**src/rtl/vp_update_scheduler_pkg.sv**
```systemverilog
// Shared types for the value-predictor update scheduler: confidence ops and FSM states.
package vp_pkg;

  localparam int unsigned CONF_OP_W = 2;

  typedef enum logic [CONF_OP_W-1:0] {
    CONF_HOLD  = 2'd0,
    CONF_INCR  = 2'd1,
    CONF_ADD2  = 2'd2,
    CONF_RESET = 2'd3
  } conf_op_e;

  typedef enum logic {ST_INIT, ST_RUN} sched_state_e;

  function automatic conf_op_e conf_op_f(input logic mispredict, input logic conf);
    if (mispredict) return CONF_RESET;
    if (conf)       return CONF_HOLD;
    return CONF_INCR;
  endfunction

endpackage

```
**src/rtl/vp_update_scheduler_if.sv**
```systemverilog
// Feedback-in / table-write-out bundle of the update scheduler.
interface vp_update_scheduler_if #(
  parameter int unsigned P_NUM_PRED    = 2,
  parameter int unsigned P_INDEX_WIDTH = 11
);
  import vp_pkg::*;

  logic [31:1]              fb_pc_i       [P_NUM_PRED];
  logic [31:0]              fb_actual_i   [P_NUM_PRED];
  logic [P_NUM_PRED-1:0]    fb_mispredict_i;
  logic [P_NUM_PRED-1:0]    fb_conf_i;
  logic [P_NUM_PRED-1:0]    fb_valid_i;
  logic                     fb_ready_o;
  logic [P_INDEX_WIDTH-1:0] wr_index_o    [P_NUM_PRED];
  logic [31:0]              wr_value_o    [P_NUM_PRED];
  logic [CONF_OP_W-1:0]     wr_conf_op_o  [P_NUM_PRED];
  logic [P_NUM_PRED-1:0]    wr_valid_o;
  logic                     wr_ready_i;
  logic                     init_done_o;

  modport slave (
    input  fb_pc_i, fb_actual_i, fb_mispredict_i, fb_conf_i, fb_valid_i, wr_ready_i,
    output fb_ready_o, wr_index_o, wr_value_o, wr_conf_op_o, wr_valid_o, init_done_o
  );

  modport master (
    output fb_pc_i, fb_actual_i, fb_mispredict_i, fb_conf_i, fb_valid_i, wr_ready_i,
    input  fb_ready_o, wr_index_o, wr_value_o, wr_conf_op_o, wr_valid_o, init_done_o
  );

endinterface

```
**src/rtl/vp_update_scheduler_fifo.sv**
```systemverilog
// Circular buffer with up to P_LANES pushes and pops per cycle; exposes the head window.
module vp_upd_fifo #(
  parameter  int unsigned P_ENTRY_W = 45,
  parameter  int unsigned P_DEPTH   = 8,
  parameter  int unsigned P_LANES   = 2,
  localparam int unsigned PTR_W     = $clog2(P_DEPTH),
  localparam int unsigned CNT_W     = PTR_W + 1
) (
  input  logic                 clk_i,
  input  logic                 rst_ni,
  input  logic                 flush_i,
  input  logic [CNT_W-1:0]     push_cnt_i,
  input  logic [P_ENTRY_W-1:0] push_data_i [P_LANES],
  input  logic [CNT_W-1:0]     pop_cnt_i,
  output logic [CNT_W-1:0]     count_o,
  output logic [P_ENTRY_W-1:0] head_data_o [P_LANES]
);

  logic [P_ENTRY_W-1:0] mem_q [P_DEPTH];
  logic [P_ENTRY_W-1:0] mem_d [P_DEPTH];
  logic [PTR_W-1:0]     head_q, head_d, tail_q, tail_d;
  logic [CNT_W-1:0]     count_q, count_d;

  always_comb begin
    mem_d = mem_q;
    for (int unsigned k = 0; k < P_LANES; k++) begin
      if (CNT_W'(k) < push_cnt_i) mem_d[tail_q + PTR_W'(k)] = push_data_i[k];
    end
    head_d  = head_q + PTR_W'(pop_cnt_i);
    tail_d  = tail_q + PTR_W'(push_cnt_i);
    count_d = count_q + push_cnt_i - pop_cnt_i;
    if (flush_i) begin
      head_d  = '0;
      tail_d  = '0;
      count_d = '0;
    end
  end

  always_comb begin
    for (int unsigned k = 0; k < P_LANES; k++) head_data_o[k] = mem_q[head_q + PTR_W'(k)];
  end

  assign count_o = count_q;

  always_ff @(posedge clk_i) mem_q <= mem_d;

  always_ff @(posedge clk_i or negedge rst_ni) begin
    if (!rst_ni) begin
      head_q  <= '0;
      tail_q  <= '0;
      count_q <= '0;
    end else begin
      head_q  <= head_d;
      tail_q  <= tail_d;
      count_q <= count_d;
    end
  end

endmodule

```
**src/rtl/vp_update_scheduler.sv**
```systemverilog
// Value-predictor table write sequencer: init sweep, feedback FIFO, same-index merge.
// Optional perf counters under `VP_SCHED_PERF_EN.
module vp_update_scheduler
  import vp_pkg::*;
#(
  parameter int unsigned P_STORAGE_SIZE = 2048,
  parameter int unsigned P_NUM_PRED     = 2,
  parameter int unsigned P_FIFO_DEPTH   = 8
) (
  input  logic        clk_i,
  input  logic        rst_ni,
  input  logic        flush_i,
  vp_update_scheduler_if.slave bus
`ifdef VP_SCHED_PERF_EN
  ,
  output logic [31:0] perf_merge_o,
  output logic [31:0] perf_stall_o
`endif
);

  localparam int unsigned IDX_W = $clog2(P_STORAGE_SIZE);
  localparam int unsigned CNT_W = $clog2(P_FIFO_DEPTH) + 1;
  localparam logic [IDX_W-1:0] LAST_GRP = IDX_W'(P_STORAGE_SIZE - P_NUM_PRED);

  typedef struct packed {
    logic [IDX_W-1:0] idx;
    logic [31:0]      value;
    conf_op_e         op;
  } upd_t;
  localparam int unsigned ENTRY_W = $bits(upd_t);

  sched_state_e     state_q, state_d;
  logic [IDX_W-1:0] cnt_q, cnt_d;
  logic             init_wr_q;
  logic             fb_ready_q, fb_ready_d;
  logic             init_done_q, init_done_d;
  logic             fb_ready;
  logic             merge;

  logic [ENTRY_W-1:0] push_data [P_NUM_PRED];
  logic [ENTRY_W-1:0] head_data [P_NUM_PRED];
  upd_t               head      [P_NUM_PRED];
  logic [CNT_W-1:0]   push_cnt, pop_cnt, fifo_cnt, fifo_cnt_nxt;

  assign fb_ready        = fb_ready_q && !flush_i;
  assign bus.fb_ready_o  = fb_ready;
  assign bus.init_done_o = init_done_q;

  vp_upd_fifo #(
    .P_ENTRY_W (ENTRY_W),
    .P_DEPTH   (P_FIFO_DEPTH),
    .P_LANES   (P_NUM_PRED)
  ) u_fifo (
    .clk_i       (clk_i),
    .rst_ni      (rst_ni),
    .flush_i     (flush_i),
    .push_cnt_i  (push_cnt),
    .push_data_i (push_data),
    .pop_cnt_i   (pop_cnt),
    .count_o     (fifo_cnt),
    .head_data_o (head_data)
  );

  // Valid lanes are packed into consecutive FIFO slots, lane 0 first.
  always_comb begin
    upd_t lane_upd;
    lane_upd = '0;
    push_cnt = '0;
    for (int unsigned j = 0; j < P_NUM_PRED; j++) push_data[j] = '0;
    if (fb_ready) begin
      for (int unsigned k = 0; k < P_NUM_PRED; k++) begin
        if (bus.fb_valid_i[k]) begin
          lane_upd.idx   = bus.fb_pc_i[k][IDX_W:1];
          lane_upd.value = bus.fb_actual_i[k];
          lane_upd.op    = conf_op_f(bus.fb_mispredict_i[k], bus.fb_conf_i[k]);
          for (int unsigned j = 0; j < P_NUM_PRED; j++) begin
            if (CNT_W'(j) == push_cnt) push_data[j] = lane_upd;
          end
          push_cnt = push_cnt + 1'b1;
        end
      end
    end
  end

  // Head window drives the write ports; a same-index pair collapses onto the last lane.
  always_comb begin
    for (int unsigned k = 0; k < P_NUM_PRED; k++) head[k] = upd_t'(head_data[k]);
    merge = (P_NUM_PRED == 2) && (fifo_cnt >= CNT_W'(2)) &&
            (head[0].idx == head[P_NUM_PRED-1].idx);
    for (int unsigned k = 0; k < P_NUM_PRED; k++) begin
      bus.wr_index_o[k]   = head[k].idx;
      bus.wr_value_o[k]   = head[k].value;
      bus.wr_conf_op_o[k] = head[k].op;
      bus.wr_valid_o[k]   = fifo_cnt > CNT_W'(k);
    end
    if (merge) begin
      bus.wr_valid_o                 = '0;
      bus.wr_valid_o[P_NUM_PRED-1]   = 1'b1;
      bus.wr_conf_op_o[P_NUM_PRED-1] = (head[0].op != CONF_RESET &&
                                        head[P_NUM_PRED-1].op != CONF_RESET) ? CONF_ADD2 : CONF_RESET;
    end
    if (state_q == ST_INIT) begin
      for (int unsigned k = 0; k < P_NUM_PRED; k++) begin
        bus.wr_index_o[k]   = cnt_q + IDX_W'(k);
        bus.wr_value_o[k]   = '0;
        bus.wr_conf_op_o[k] = CONF_RESET;
      end
      bus.wr_valid_o = {P_NUM_PRED{init_wr_q}};
    end
    if (flush_i) bus.wr_valid_o = '0;
    pop_cnt = '0;
    if (state_q == ST_RUN && bus.wr_ready_i && !flush_i)
      pop_cnt = (fifo_cnt < CNT_W'(P_NUM_PRED)) ? fifo_cnt : CNT_W'(P_NUM_PRED);
  end

  always_comb begin
    state_d = state_q;
    cnt_d   = cnt_q;
    if (state_q == ST_INIT && init_wr_q && bus.wr_ready_i) begin
      cnt_d = cnt_q + IDX_W'(P_NUM_PRED);
      if (cnt_q == LAST_GRP) state_d = ST_RUN;
    end
    if (flush_i) begin
      state_d = ST_INIT;
      cnt_d   = '0;
    end
    fifo_cnt_nxt = flush_i ? '0 : fifo_cnt + push_cnt - pop_cnt;
    fb_ready_d   = (state_d == ST_RUN) &&
                   ((CNT_W'(P_FIFO_DEPTH) - fifo_cnt_nxt) >= CNT_W'(P_NUM_PRED));
    init_done_d  = (state_d == ST_RUN);
  end

  // init_wr_q keeps the sweep strobe low while reset is held and for the first edge after.
  always_ff @(posedge clk_i or negedge rst_ni) begin
    if (!rst_ni) begin
      state_q     <= ST_INIT;
      cnt_q       <= '0;
      init_wr_q   <= 1'b0;
      fb_ready_q  <= 1'b0;
      init_done_q <= 1'b0;
    end else begin
      state_q     <= state_d;
      cnt_q       <= cnt_d;
      init_wr_q   <= 1'b1;
      fb_ready_q  <= fb_ready_d;
      init_done_q <= init_done_d;
    end
  end

`ifdef VP_SCHED_PERF_EN
  logic [31:0] perf_merge_q, perf_merge_d, perf_stall_q, perf_stall_d;

  always_comb begin
    perf_merge_d = perf_merge_q;
    perf_stall_d = perf_stall_q;
    if (merge && pop_cnt != '0 && perf_merge_q != '1) perf_merge_d = perf_merge_q + 32'd1;
    if (|bus.fb_valid_i && !fb_ready && perf_stall_q != '1) perf_stall_d = perf_stall_q + 32'd1;
  end

  always_ff @(posedge clk_i or negedge rst_ni) begin
    if (!rst_ni) begin
      perf_merge_q <= '0;
      perf_stall_q <= '0;
    end else begin
      perf_merge_q <= perf_merge_d;
      perf_stall_q <= perf_stall_d;
    end
  end

  assign perf_merge_o = perf_merge_q;
  assign perf_stall_o = perf_stall_q;
`endif

endmodule
```
**src/flat_wrapper.sv**
```systemverilog
// flat-port wrapper written by rule: the top's interface ports become plain ports
module vp_update_scheduler_flat import vp_pkg::*;
#(
  parameter int unsigned P_STORAGE_SIZE = 2048,
  parameter int unsigned P_NUM_PRED     = 2,
  parameter int unsigned P_FIFO_DEPTH   = 8
)
  (clk_i, rst_ni, flush_i, bus_fb_pc_i, bus_fb_actual_i, bus_fb_mispredict_i, bus_fb_conf_i, bus_fb_valid_i, bus_wr_ready_i, bus_fb_ready_o, bus_wr_index_o, bus_wr_value_o, bus_wr_conf_op_o, bus_wr_valid_o, bus_init_done_o);
  vp_update_scheduler_if #(.P_NUM_PRED(P_NUM_PRED)) bus_i ();
  input  logic clk_i;
  input  logic rst_ni;
  input  logic flush_i;
  input wire logic [$bits(bus_i.fb_pc_i)-1:0] bus_fb_pc_i;
  input wire logic [$bits(bus_i.fb_actual_i)-1:0] bus_fb_actual_i;
  input wire logic [$bits(bus_i.fb_mispredict_i)-1:0] bus_fb_mispredict_i;
  input wire logic [$bits(bus_i.fb_conf_i)-1:0] bus_fb_conf_i;
  input wire logic [$bits(bus_i.fb_valid_i)-1:0] bus_fb_valid_i;
  input wire logic [$bits(bus_i.wr_ready_i)-1:0] bus_wr_ready_i;
  output wire logic [$bits(bus_i.fb_ready_o)-1:0] bus_fb_ready_o;
  output wire logic [$bits(bus_i.wr_index_o)-1:0] bus_wr_index_o;
  output wire logic [$bits(bus_i.wr_value_o)-1:0] bus_wr_value_o;
  output wire logic [$bits(bus_i.wr_conf_op_o)-1:0] bus_wr_conf_op_o;
  output wire logic [$bits(bus_i.wr_valid_o)-1:0] bus_wr_valid_o;
  output wire logic [$bits(bus_i.init_done_o)-1:0] bus_init_done_o;
  assign bus_i.fb_pc_i = {>>{bus_fb_pc_i}};
  assign bus_i.fb_actual_i = {>>{bus_fb_actual_i}};
  assign bus_i.fb_mispredict_i = bus_fb_mispredict_i;
  assign bus_i.fb_conf_i = bus_fb_conf_i;
  assign bus_i.fb_valid_i = bus_fb_valid_i;
  assign bus_i.wr_ready_i = bus_wr_ready_i;
  assign bus_fb_ready_o = bus_i.fb_ready_o;
  assign bus_wr_index_o = {>>{bus_i.wr_index_o}};
  assign bus_wr_value_o = {>>{bus_i.wr_value_o}};
  assign bus_wr_conf_op_o = {>>{bus_i.wr_conf_op_o}};
  assign bus_wr_valid_o = bus_i.wr_valid_o;
  assign bus_init_done_o = bus_i.init_done_o;
  vp_update_scheduler #(.P_STORAGE_SIZE(P_STORAGE_SIZE), .P_NUM_PRED(P_NUM_PRED), .P_FIFO_DEPTH(P_FIFO_DEPTH)) u_core (.clk_i(clk_i), .rst_ni(rst_ni), .flush_i(flush_i), .bus(bus_i));
endmodule
```
**config.mk**
```make
export PLATFORM = sky130hd
export DESIGN_NAME = vp_update_scheduler_flat
export DESIGN_NICKNAME = d
export VERILOG_FILES = /design/src/rtl/vp_update_scheduler_pkg.sv /design/src/rtl/vp_update_scheduler_if.sv /design/src/rtl/vp_update_scheduler_fifo.sv /design/src/rtl/vp_update_scheduler.sv /design/src/flat_wrapper.sv
export SDC_FILE = /design/constraint.sdc
export NUM_CORES = 1
export LEC_CHECK = 0
export CORE_MARGIN = 3
export CORE_UTILIZATION = 55
export DETAILED_ROUTE_END_ITERATION = 16
export PLACE_DENSITY = 0.76
export SYNTH_ARGS = -nofsm -noshare
export SYNTH_HDL_FRONTEND = slang
export SYNTH_HIERARCHICAL = 1
export SYNTH_SLANG_ARGS = --single-unit
```
**constraint.sdc**
```tcl
create_clock -name clk_i -period 4.8 [get_ports clk_i]
set_input_delay 1.44 -clock clk_i [delete_from_list [all_inputs] [get_ports clk_i]]
set_output_delay 1.44 -clock clk_i [all_outputs]
set_load 0.1 [all_outputs]
```
==> results of run 1 <==
==> stage by stage <==
step / total power [W] / setup WS, ns
6_report: 0.00800 / -0.343
3_5_place_dp: 0.00469 / 0.0704
2_1_floorplan: 0.00432 / 0.0231
3_3_place_gp: 0.00462 / 0.127
5_1_grt: 0.00823 / -0.395
4_1_cts: 0.00796 / -0.304
==> cell usage after synthesis, types with 9 or more instances <==
cell type and number:
a22oi_1 44, a31oi_1 360, and2_1 112, buf_1 92
buf_2 89, buf_4 27, clkbuf_1 107, dfrtp_1 23
dfxtp_1 360, ha_1 17, inv_1 29, mux2_2 90
mux4_2 180, nand2_1 767, nand2b_1 17, nand3_1 10
nor2_1 427, nor2b_1 9, xnor2_1 12, xor2_1 19
==> kinds of logic after synthesis <==
kind of cell | Yosys count | share of synthesized area [%]
buffers and inverters | 353 | 6.74
muxes | 271 | 21.5
AOI/OAI and AO/OA | 420 | 11.5
xor gates and xnor gates | 33 | 1.32
and+or+nand+nor | 1388 | 24.4
other | 2 | 0.0318
adders and majority gates | 24 | 1.50
DFF | 383 | 33.0
==> worst paths after layout <==
check | from | end | slack, ns | cells past startpoint
max | u_core/u_fifo/head_q[0] | bus_wr_conf_op_o[0] | -0.34 | 10
min | u_core/u_fifo/mem_q[134] | u_core/u_fifo/mem_q[134] | 0.48 | 2
max reg2reg | u_core/u_fifo/count_o[2] | u_core/fb_ready_q | 1.22 | 13
min reg2reg | u_core/u_fifo/mem_q[134] | u_core/u_fifo/mem_q[134] | 0.48 | 2
max in group asynchronous | rst_ni | u_core/u_fifo/head_q[1] | 3.29 | 2
min in group asynchronous | rst_ni | u_core/cnt_q[6] | 1.23 | 2
==> power groups by stage <==
| stage | logic (W) | registers (W) | clock network, W |
|---|---|---|---|
| 2_1_floorplan | 0.000685 | 0.00364 | 0 |
| 3_3_place_gp | 0.000942 | 0.00368 | 0 |
| 3_5_place_dp | 0.000983 | 0.00371 | 0 |
| 4_1_cts | 0.00100 | 0.00364 | 0.00331 |
| 5_1_grt | 0.00111 | 0.00368 | 0.00344 |
| 6_report | 0.00104 | 0.00365 | 0.00331 |
==> layer usage <==
metal  track usage [%]  vias up
met4              19.9        0
met1              44.6    10804
li1                  -     9922
met2              56.5     1907
met3              9.34      462
met5                 0        -
==> critical path: stages (launching register included) <==
cell and delay (ns):
dfrtp_4 0.52, ha_4 0.36, buf_12 0.16, mux4_2 0.51
mux2_4 0.30, xor2_2 0.18, nor4_4 0.27, buf_4 0.18
a41oi_1 0.11, nand3b_1 0.26, buf_12 0.27
==> what timing repair did <==
item                                   in CTS  in global routing
pin swaps                                   5                  1
endpoints found under the hold margin       0                  0
setup buffers                               5                  2
cloned                                      1                  2
resized for setup                          17                  8
setup endpoints to repair                  36                 15
==> cell type report <==
class                           count  share of cell area [%]
Multi-Input combinational cell   2146                    52.3
Timing Repair Buffer              280                    11.7
Clock inverter                     15                   0.619
Clock buffer                       57                    4.37
Sequential cell                   383                    28.2
Inverter                           30                   0.407
Tap cell                          539                    2.44
==> registers in the layout (all words and copies together) (netlist names) <==
signal,flops
u_core/u_fifo/mem_q,360
u_core/bus.init_done_o,1
u_core/u_fifo/head_q,3
u_core/cnt_q,10
u_core/init_wr_q,1
u_core/fb_ready_q,1
u_core/u_fifo/count_o,4
u_core/u_fifo/tail_q,3
==> out/summary.txt, run 1 <==
Die Width: 213 um
largest area contributor in the netlist: dfxtp_1
# H-tree levels: 2
hold buffers post-CTS: 0
worst path arrival time: 3.70 ns
layout cells sized above 1: 19.4%
Max Slew Vio Count: 0
io pins: 230
DRT Wirelength: 82.6 mm
CTS tree: yes
post-route cell area: 27700 um2
Post-synth top flop: dfxtp_1
average size of a mapped cell: 8.21 um2
post-synthesis cell type count: 58
Rel. slew slack: 26.9%
Area Growth Syn to Fin: 17.3%
Post-DP Area: 26000 um2
hold crit path type: flip-flop to flip-flop
Num Clock Sinks: 383
Bufs on Longest Clock Path: 3
#FFs+latches synth: 383
ys async rst share: 6.01%
sequential power share: 45.6%
commonest non-fill, non-tap cells in the layout: 767 x nand2_1, 424 x nor2_1, 360 x a31oi_1, 360 x dfxtp_1, 180 x mux4_2
Clock Latency Late Sink: 0.58 ns
fmax: 194 MHz
P_leak: 11.1 nW
Nets: 3043
RSZ-0062 raised after global routing: yes
final core utilization: 65.7%
Required @ worst endpoint: 3.36 ns
M1 WL: 28.5 mm
CP max FO: 9
Starting Density: 56.0%
Root Buffer: clkbuf_16
crit path launch type: flip-flop
Synth top area share: 30.5%
Crit Path Class: flip-flop to primary output
Final HPWL DP: 48.0 mm
VDD IR-drop max: 0.211 mV
die height: 213 um
IO buf count: 189
Final period util: 107%
Tightest Pin Transition: 1.10 ns
first-pass GRT wire length: 126 mm
synthesis warning total: 6
RePlAce Congestion: 0.885
TritonCTS buffer count: 42
Comb pwr share: 13.0%
Net Sw Frac: 26.6%
Filler Cell Count: 3132
Die ar.: 45400 um2
area of the core: 42100 um2
grt ovf: 0
metal2 WL: 36.8 mm
final cell count without fillers: 3450
Final min period: 5.14 ns
MaxCap Viol Count: 0
via count: 23095
Mapped Cells: 2874
total track usage: 35.7%
skew final: 0.0122 ns
net load switching power: 0.00213 W
Placed Instances: 3368
register area: 7790 um2
multi-input logic area: 14500 um2
largest net degree at the start of global routing: 107
power density cells: 289 nW/um2
Worst-path clk slew: 0.06 ns
detailed router's first-iteration violation count: 2767
Top Layer Used: met4
outcome: complete, but fails checks
post-synthesis sequential area ratio: 33.0%
met3 wire length: 12.2 mm
Mapped Area: 23600 um2
setup ws final: -0.343 ns
cell internal pwr: 0.00588 W
Finish-stage setup viols: 3
Hold Fails Final Rpt: 0
failing checks: setup timing
antenna violations before repair: 1
ant diodes: 0
CP Capture Type: primary output
Synth area leaders: dfxtp_1 31%, mux4_2 17%, nand2_1 12%, a31oi_1 9.5%, nor2_1 6.8%
Avg WL per Cell: 24.0 um
clock power share: 41.4%
Post-synth EDFFs: 0
Min Hold Slack: 0.479 ns
vias in the first global route: 22714
# DRC: 0
drt first pass iters: 9
commonest non-fill, non-tap cell in the layout: nand2_1
final setup TNS: -0.731 ns
Via density: 6.69
Final ANT Viol Nets: 0
Cell Rows: 75
Note: power is estimated with default switching activity, not from simulation.
==> run 2, diff against run 1 <==
--- a/config.mk
+++ b/config.mk
@@ -9,6 +9,7 @@
 export CORE_UTILIZATION = 55
 export DETAILED_ROUTE_END_ITERATION = 16
 export PLACE_DENSITY = 0.76
+export SKIP_LAST_GASP = 1
 export SYNTH_ARGS = -nofsm -noshare
 export SYNTH_HDL_FRONTEND = slang
 export SYNTH_HIERARCHICAL = 1
==> run 2 against run 1 <==
The flow still finishes with violations (setup timing). Non-clock buffer count unchanged. Worst hold slack about the same. Cell count unchanged. Clock power about the same. Combinational power about the same. Critical path depth unchanged. Register-to-register slack better by 0.03 ns. Critical path type unchanged. Critical endpoint unchanged.
==> out/summary.txt, run 2 (synthesis gave the netlist of run 1 again) <==
delay-heaviest family, CP: multiplexers
TritonCTS buffer count: 42 (unchanged)
Worst setup startpoint: u_core/u_fifo/head_q[0]
setup ws final: -0.338 ns (+0.00444 ns)
vias in the first global route: 22718 (+0.018%)
Final period util: 107% (about the same)
Cell Rows: 75 (unchanged)
detailed router's first-iteration violation count: 2757 (-0.36%)
commonest non-fill, non-tap cells in the layout: 767 x nand2_1, 424 x nor2_1, 360 x a31oi_1, 360 x dfxtp_1, 180 x mux4_2
R2R depth: 13 (unchanged)
outcome: complete, but fails checks
Required @ worst endpoint: 3.36 ns (about the same)
Die ar.: 45400 um2 (unchanged)
Nets: 3043 (unchanged)
CTS tree: yes
ant diodes: 0 (unchanged)
cell internal pwr: 0.00587 W (about the same)
hold buffers post-CTS: 0 (unchanged)
Final HPWL DP: 48.0 mm (unchanged)
R2R Path Start: u_core/u_fifo/count_o[2]
WP buf/inv: 3 (unchanged)
failing checks: setup timing
Avg WL per Cell: 24.0 um (about the same)
Final ANT Viol Nets: 0 (unchanged)
Critical Path Max Stage Delay: 0.52 ns (about the same)
Rel. slew slack: 27.0% (+0.18 points)
Largest Register: u_core/u_fifo/mem_q
Min Hold Slack: 0.479 ns (+0.0000550 ns)
Finish-stage setup viols: 3 (unchanged)
Crit Path Class: flip-flop to primary output
RePlAce Congestion: 0.885 (unchanged)
CP endpoint: bus_wr_conf_op_o[0]
Hold Fails Final Rpt: 0 (unchanged)
antenna violations before repair: 1 (unchanged)
power density cells: 289 nW/um2 (about the same)
register area: 7790 um2 (unchanged)
net load switching power: 0.00213 W (about the same)
first-pass GRT wire length: 126 mm (about the same)
Starting Density: 56.0% (unchanged)
Area Growth Syn to Fin: 17.2% (about the same)
hold crit path type: flip-flop to flip-flop
Tightest Pin Transition: 1.09 ns (-0.00274 ns)
final cell count without fillers: 3450 (unchanged)
fmax: 195 MHz (about the same)
layout cells sized above 1: 19.3% (-0.069 points)
largest net degree at the start of global routing: 107 (unchanged)
area of the core: 42100 um2 (unchanged)
Placed Instances: 3368 (unchanged)
Net Sw Frac: 26.6% (about the same)
CP max FO: 9 (unchanged)
Comb pwr share: 12.9% (about the same)
pre-CTS setup slack: 0.0704 ns (unchanged)
Via density: 6.69 (-0.13%)
die height: 213 um (unchanged)
IO buf count: 189 (unchanged)
Filler Cell Count: 3136 (+0.13%)
crit path launch type: flip-flop
total track usage: 35.7% (about the same)
RSZ-0062 raised after global routing: yes
Final min period: 5.14 ns (-0.00444 ns)
worst path arrival time: 3.70 ns (about the same)
Bufs on Longest Clock Path: 3 (unchanged)
clock power share: 41.4% (about the same)
grt ovf: 0 (unchanged)
drt first pass iters: 10 (+1)
via count: 23065 (-0.13%)
R2R Setup Slk: 1.25 ns (+0.03 ns)
final core utilization: 65.6% (about the same)
CP Capture Type: primary output
RR Endpoint: u_core/fb_ready_q
Num Clock Sinks: 383 (unchanged)
CP dominant cell by count: buf_12
Max Slew Vio Count: 0 (unchanged)
commonest non-fill, non-tap cell in the layout: nand2_1
DRT Wirelength: 82.7 mm (about the same)
P_leak: 11.1 nW (about the same)
skew final: 0.0162 ns (+0.00399 ns)
Die Width: 213 um (unchanged)
MaxCap Viol Count: 0 (unchanged)
# DRC: 0 (unchanged)
Crit-path slowest cell: dfrtp_4
sequential power share: 45.6% (about the same)
CP cell instances: ha_4 > buf_12 > mux4_2 > mux2_2 > xor2_1 > nor4_4 > buf_4 > a41oi_1 > nand3b_1 > buf_12
multi-input logic area: 14400 um2 (-0.18%)
VDD IR-drop max: 0.213 mV (+0.80%)
Root Buffer: clkbuf_16
number of flip-flops in the largest register: 360 (unchanged)
# H-tree levels: 2 (unchanged)
io pins: 230 (unchanged)
Clock Latency Late Sink: 0.59 ns (about the same)
cell count along the critical path: 10 (unchanged)
Worst-path clk slew: 0.06 ns (about the same)
[run 2: changes by cell type in the layout (fill, tap and decap cells not counted)]
| cell | previous run | this run |
|---|---|---|
| mux2_2 | 87 | 90 |
| xor2_1 | 16 | 18 |
| xor2_2 | 3 | 1 |
| mux2_4 | 3 | 0 |
[run 2: stage by stage]
step / area (um2) / power [W] / TNS, ns
floorplan: 23700 / 0.00432 / 0
global route: 27700 / 0.00823 / -0.999
detailed placement: 26000 / 0.00469 / 0
global placement: 26000 / 0.00462 / 0
CTS: 27600 / 0.00796 / -0.675
finish: 27700 / 0.00800 / -0.760
[run 2: cell type report]
cell class	count	share of cell area, %
tap	539	2.44
multi-input combinational	2146	52.2
timing repair buffer	280	11.7
clock inverter	15	0.620
sequential	383	28.2
inverter	30	0.407
clock buffer	57	4.38
[run 2: power groups by stage]
stage	registers [W]	logic, W	clock network (W)
6_report	0.00365	0.00103	0.00332
3_3_place_gp	0.00368	0.000942	0
4_1_cts	0.00364	0.00100	0.00331
5_1_grt	0.00368	0.00110	0.00344
3_5_place_dp	0.00371	0.000983	0
2_1_floorplan	0.00364	0.000685	0
[run 2: timing repair]
action | CTS | global route
endpoints found under the setup margin | 36 | 27
buffers inserted | 5 | 2
pin swaps | 4 | 1
resized for setup | 14 | 6
cloned | 1 | 2
[run 2: how the worst min path moves through the flow]
stage | from | endpoint | slack (ns) | cells past startpoint
after CTS | u_core/u_fifo/mem_q[134] | u_core/u_fifo/mem_q[134] | 0.48 | 2
after global placement | u_core/u_fifo/mem_q[314] | u_core/u_fifo/mem_q[314] | 0.46 | 2
after global routing | u_core/u_fifo/mem_q[59] | u_core/u_fifo/mem_q[59] | 0.50 | 2
after floorplan | u_core/u_fifo/mem_q[89] | u_core/u_fifo/mem_q[89] | 0.45 | 2
after detailed placement | u_core/u_fifo/mem_q[134] | u_core/u_fifo/mem_q[134] | 0.47 | 2
final | u_core/u_fifo/mem_q[237] | u_core/u_fifo/mem_q[237] | 0.48 | 2
[run 2: worst register-to-register path, delay by kind of cell (launching register included)]
family,cells,cell delay [ns]
compound gates,1,0.24
buf+inv,2,0.16
simple gates,6,1.22
flops,1,0.39
fa+ha+maj,4,1.45
[run 2: metal layers]
metal / vias to the layer above / share of wire [%] / track usage, %
met5: - / 0 / 0
met4: 0 / 6.1 / 19.8
met3: 460 / 14 / 9.24
met2: 1885 / 45 / 56.5
met1: 10801 / 35 / 44.7
li1: 9919 / - / -
